[src/rtl/procb_state_restore_pkg.sv]
// Shared sizing defaults and FSM encoding for the process_bytes state-restore controller.
package procb_state_restore_pkg;

    localparam int N_THREADS_DEF    = 8;
    localparam int PROCB_SAVE_WIDTH = 64;

    // Index of the highest set bit (0 for an argument of 0 or 1).
    function automatic int msb(input int v);
        int r;
        r = 0;
        for (int i = 0; i < 32; i++) begin
            if (((v >> i) & 1) != 0) begin
                r = i;
            end
        end
        return r;
    endfunction

    typedef enum logic [1:0] {
        ST_IDLE = 2'd0,
        ST_RD   = 2'd1,
        ST_CAP  = 2'd2,
        ST_RESP = 2'd3
    } restore_state_t;

endpackage

[src/rtl/procb_state_restore.sv]
// Access-side controller for the per-thread saved-state memory: records which
// threads hold a saved record, turns saves into memory writes, and serves one
// restore at a time, forwarding saves that race with the in-flight restore.
module procb_state_restore
    import procb_state_restore_pkg::*;
#(
    parameter int N_THREADS     = N_THREADS_DEF,
    parameter int N_THREADS_MSB = msb(N_THREADS - 1),
    parameter int SAVE_WIDTH    = PROCB_SAVE_WIDTH
) (
    input  logic                     CLK,
    input  logic                     reset,
    input  logic                     save_en,
    input  logic [N_THREADS_MSB:0]   save_thread_num,
    input  logic [SAVE_WIDTH-1:0]    save_data,
    input  logic                     restore_req,
    input  logic [N_THREADS_MSB:0]   restore_thread_num,
    output logic                     restore_ready,
    output logic                     restore_valid,
    output logic                     restore_hit,
    output logic [SAVE_WIDTH-1:0]    restore_data,
    input  logic                     restore_ack,
    output logic                     mem_wr_en,
    output logic [N_THREADS_MSB:0]   mem_wr_thread_num,
    output logic [SAVE_WIDTH-1:0]    mem_din,
    output logic                     mem_rd_en,
    output logic [N_THREADS_MSB:0]   mem_rd_thread_num,
    input  logic [SAVE_WIDTH-1:0]    mem_dout
);

    restore_state_t           r_state;
    logic [N_THREADS-1:0]     r_flags;
    logic [N_THREADS_MSB:0]   r_cur_thread;
    logic                     r_valid;
    logic                     r_hit;
    logic [SAVE_WIDTH-1:0]    r_data;
    logic                     r_fwd;
    logic                     r_rd_en;
    logic [N_THREADS_MSB:0]   r_rd_thread;

    logic [N_THREADS-1:0]     w_flags_nxt;
    logic                     w_accept;
    logic                     w_acc_hit;
    logic                     w_fwd;
    logic                     w_ack;

    // Saves are never back-pressured: they go straight to the memory write port.
    assign mem_wr_en         = save_en & ~reset;
    assign mem_wr_thread_num = save_thread_num;
    assign mem_din           = save_data;

    assign restore_ready     = (r_state == ST_IDLE);
    assign restore_valid     = r_valid;
    assign restore_hit       = r_hit;
    assign restore_data      = r_data;
    assign mem_rd_en         = r_rd_en;
    assign mem_rd_thread_num = r_rd_thread;

    assign w_accept  = restore_req & (r_state == ST_IDLE);
    // A save landing in the accept cycle is written before the RD-cycle read, so it counts as a hit.
    assign w_acc_hit = r_flags[restore_thread_num]
                     | (save_en & (save_thread_num == restore_thread_num));
    assign w_fwd     = save_en & (save_thread_num == r_cur_thread);
    assign w_ack     = (r_state == ST_RESP) & restore_ack;

    // Next saved-flag vector: an acked restore consumes its record, but a save in the same cycle wins.
    always_comb begin
        w_flags_nxt = r_flags;
        if (w_ack) begin
            w_flags_nxt[r_cur_thread] = 1'b0;
        end
        if (save_en) begin
            w_flags_nxt[save_thread_num] = 1'b1;
        end
    end

    // Restore FSM with registered response and memory-read outputs.
    always_ff @(posedge CLK) begin
        if (reset) begin
            r_state      <= ST_IDLE;
            r_flags      <= '0;
            r_cur_thread <= '0;
            r_valid      <= 1'b0;
            r_hit        <= 1'b0;
            r_data       <= '0;
            r_fwd        <= 1'b0;
            r_rd_en      <= 1'b0;
            r_rd_thread  <= '0;
        end else begin
            r_flags <= w_flags_nxt;
            unique case (r_state)
                ST_IDLE: begin
                    r_rd_en <= 1'b0;
                    if (w_accept) begin
                        r_cur_thread <= restore_thread_num;
                        r_fwd        <= 1'b0;
                        if (w_acc_hit) begin
                            r_state     <= ST_RD;
                            r_rd_en     <= 1'b1;
                            r_rd_thread <= restore_thread_num;
                        end else begin
                            r_state <= ST_RESP;
                            r_valid <= 1'b1;
                            r_hit   <= 1'b0;
                            r_data  <= '0;
                        end
                    end
                end
                ST_RD: begin
                    // The read in flight returns the pre-save record, so a racing save must be kept aside.
                    r_rd_en <= 1'b0;
                    r_state <= ST_CAP;
                    if (w_fwd) begin
                        r_data <= save_data;
                        r_fwd  <= 1'b1;
                    end
                end
                ST_CAP: begin
                    r_state <= ST_RESP;
                    r_valid <= 1'b1;
                    r_hit   <= 1'b1;
                    if (w_fwd) begin
                        r_data <= save_data;
                    end else if (!r_fwd) begin
                        r_data <= mem_dout;
                    end
                end
                ST_RESP: begin
                    if (restore_ack) begin
                        r_state <= ST_IDLE;
                        r_valid <= 1'b0;
                        r_hit   <= 1'b0;
                        r_data  <= '0;
                        r_fwd   <= 1'b0;
                    end else if (w_fwd) begin
                        r_hit  <= 1'b1;
                        r_data <= save_data;
                    end
                end
            endcase
        end
    end

endmodule

[config.mk]
export PLATFORM = sky130hd
export DESIGN_NAME = procb_state_restore
export DESIGN_NICKNAME = d
export VERILOG_FILES = /design/src/rtl/procb_state_restore_pkg.sv /design/src/rtl/procb_state_restore.sv
export SDC_FILE = /design/constraint.sdc
export NUM_CORES = 1
export LEC_CHECK = 0
export ABC_CLOCK_PERIOD_IN_PS = 2420
export CAP_MARGIN = 15
export CORE_AREA = 2 2 109 111
export DETAILED_ROUTE_END_ITERATION = 10
export DIE_AREA = 0 0 111 113
export DONT_BUFFER_PORTS = 1
export GPL_ROUTABILITY_DRIVEN = 0
export PLACE_DENSITY = 0.54
export SYNTH_ARGS = -nofsm -noshare
export SYNTH_HDL_FRONTEND = slang
export SYNTH_SLANG_ARGS = --single-unit
[constraint.sdc]
create_clock -name CLK -period 2.42 [get_ports CLK]
set_input_delay 0.242 -clock CLK [delete_from_list [all_inputs] [get_ports CLK]]
set_output_delay 0.242 -clock CLK [all_outputs]
set_load 0.005 [all_outputs]
==> out/metrics.cfg <==
[run_status]
status=complete, no violations

[cts]
htree_levels=3
post_cts_buffers=0
cts.sink_count=84
cts_made_buffers=9
clk_pin_slew_ns=0.06
cts_resized=0
cts_hold_buf=1
cts_tree=done
cts_buffer_depth=2
insertion_delay_ns=0.34
cts_root_buf=clkbuf_16

[global_routing]
grt_start_max_net_pins=45
grt_usage=0.185
antenna_found_initial=0
first_global_vias=3185
grt_pass1_wl_mm=18.2
gr-total-overflow=0

[critical_path]
cp.arrival_ns=2.37
worstReg2RegEnd=restore_data[45]$_SDFFE_PP0P_
cp-startpoint=r_state[0]$_SDFFE_PP0P_
setup.worst_path.end_class=flip-flop
rrSetupSlack_ns=0.34
r2r-start=r_state[0]$_SDFFE_PP0P_
critPathMaxFanout=36
path_class=flip-flop to flip-flop
critPathRequiredTime_ns=2.70
r2r_cells=7
worstSetupStartpointType=flip-flop
cp-endpoint=restore_data[45]$_SDFFE_PP0P_

[logic_synthesis]
synth.top_cells.by_area=dfxtp_1 (38%), a221o_2 (14%), a22o_1 (13%)
netlist_instances=429
synth_ff_type=dfxtp_1
ys_seq_area_frac=0.383
avgSynthCellArea_sq_um=10.2
synthArstFlopShare=0
synthTopCellsByCount=dfxtp_1 (84), buf_4 (67), a22o_1 (63), a221o_2 (53), a21oi_1 (19)
synth_enable_flop_cells=0
ys_types=42
yosysMostFrequentCell=dfxtp_1
synth_area_sq_um=4390
synth_nets=572
yosysWarnings=0
ys_ff_latch=84
yosysTopAreaCell=dfxtp_1
synth_top_area_share=0.383

[drt]
routed_wirelength_mm=12.0
vias_per_cell=6.53
drt-pass1-iter-count=4
drtIter0Drc=325
avgRoutedWirePerCell_microns=24.2
vias=3240
remaining_drc_errors=0
wl_met1_mm=4.78
wl_met2_mm=5.60
dr.max_layer_used=met4
wl_met3_mm=1.10
ant_nets=0

[placement]
port_buffers=0
dp_hpwl_mm=8.44
placed_cells=479

[finish]
synthToLayoutAreaGrowth_pct=-1.99
seq_area_sq_um=1680
final_net_count=491
fill_cells=1087
multi_input_area_sq_um=2000
layout-drive-gt1-share=0.239
fin_cells=496

[timing]
setup_viol=0
max_freq_mhz=480
period_needed_ns=2.08
max_slew_margin=0.508
skew_ns=0.00539
finalSetupTns_ns=0
post-route-period-util=0.861
finalHoldViolCount=0
rsz0062_at_grt=false
slew_violations=0
worst_slew_pin_slew_ns=0.736

[die]
die_h_microns=113
core_sq_um=11300
num_rows=39
pin_count=278
die_x_microns=111
dieArea_sq_um=12500
initial_core_util=0.390

[job]
maxCapViolCount=0

[pwr]
p_per_area_nw_per_um2=993
peakVddDrop_uv=483
cellLeakagePower_nw=1.55

[hold_path]
holdCritPathClass=primary input to flip-flop

## placed cells by master, fill, tap and decap left out, types with 3 or more instances in the layout
cell type  count
ha_1           4
nand2_1       14
xnor2_1        6
buf_12         3
o21ai_0       12
a22o_1        63
clkbuf_16      9
a21oi_1       19
nor3_1         5
mux2i_1        4
clkbuf_8       3
nand2b_1       4
nor2_1         4
nor2b_1        6
dfxtp_1       84
buf_4          7
nand3_1        8
a221o_1       11
a221o_2       53
inv_1          3
## where the power goes
| group | internal, mW | leakage [nW] | switching [mW] |
|---|---|---|---|
| sequential | 1.61 | 0.681 | 0.235 |
| combinational | 0.463 | 0.717 | 0.568 |
| clock | 0.879 | 0.149 | 0.525 |
| total | 2.95 | 1.55 | 1.33 |
## worst max-delay path, stage by stage, from the launching register on
cell     delay, ns
dfxtp_1       0.37
ha_1          0.25
nor2b_1       0.34
o21ai_0       0.17
a211o_1       0.35
o31ai_4       0.10
buf_12        0.25
a221o_2       0.18
## per-layer routing
layer  up-vias  track usage
met5         -            0
met4         0        0.109
met2       169        0.286
met1      1600        0.218
met3        27       0.0728
li1       1444            -
## metrics by stage
step / cell area (sq um) / worst slack [ns] / util / power, mW / hold slack, ns
2_1_floorplan: 4390 / 0.425 / - / 2.75 / 0.378
3_3_place_gp: 3990 / 0.396 / 0.354 / 2.88 / 0.314
3_5_place_dp: 3990 / 0.387 / 0.354 / 2.89 / 0.315
4_1_cts: 4300 / 0.356 / 0.382 / 4.32 / 0.0219
5_1_grt: 4300 / 0.225 / 0.382 / 4.52 / 0.0239
6_report: 4310 / 0.336 / 0.382 / 4.28 / 0.0364
## final cells by class
class | instances | area share
antenna | 1 | 0.000581
clock buffer | 14 | 0.0636
clock inverter | 1 | 0.00697
inverter | 4 | 0.00349
multi-input combinational | 238 | 0.465
sequential | 84 | 0.390
tap | 143 | 0.0415
timing repair buffer | 11 | 0.0285
## registers in the layout (all words and copies together), names as in the netlist
| signal | cells |
|---|---|
| restore_data | 64 |
| r_flags | 8 |
| mem_rd_thread_num | 3 |
| r_cur_thread | 3 |
| r_state | 2 |
| mem_rd_en | 1 |
| r_fwd | 1 |
| restore_hit | 1 |
| restore_valid | 1 |
## worst min path at each step
stage,startpoint,slack (ns),endpoint,depth (start not counted)
after global placement,reset,0.31,r_flags[2]$_SDFF_PP0_,1
after CTS,restore_thread_num[1],0.02,mem_rd_thread_num[1]$_SDFFE_PP0P_,2
after global routing,save_data[61],0.02,restore_data[61]$_SDFFE_PP0P_,1
final,restore_thread_num[2],0.04,mem_rd_thread_num[2]$_SDFFE_PP0P_,2
after detailed placement,reset,0.32,r_cur_thread[1]$_SDFFE_PP0P_,1
after floorplan,restore_thread_num[1],0.38,mem_rd_thread_num[1]$_SDFFE_PP0P_,2
## logic make-up (layout without fill, tap and decap cells)
group                    count (synthesis)  count (layout)  synth area share
multiplexers                             6               6            0.0168
AO/OA/AOI/OAI                          172             172             0.350
buffers and inverters                  107              30             0.164
other                                    0               1                 0
XOR/XNOR                                 6               6            0.0120
flip-flops                              84              84             0.383
AND/OR/NAND/NOR                         50              50            0.0626
adder cells (fa/ha/maj)                  4               4            0.0114
No activity file was read; power rests on OpenSTA's default activity.
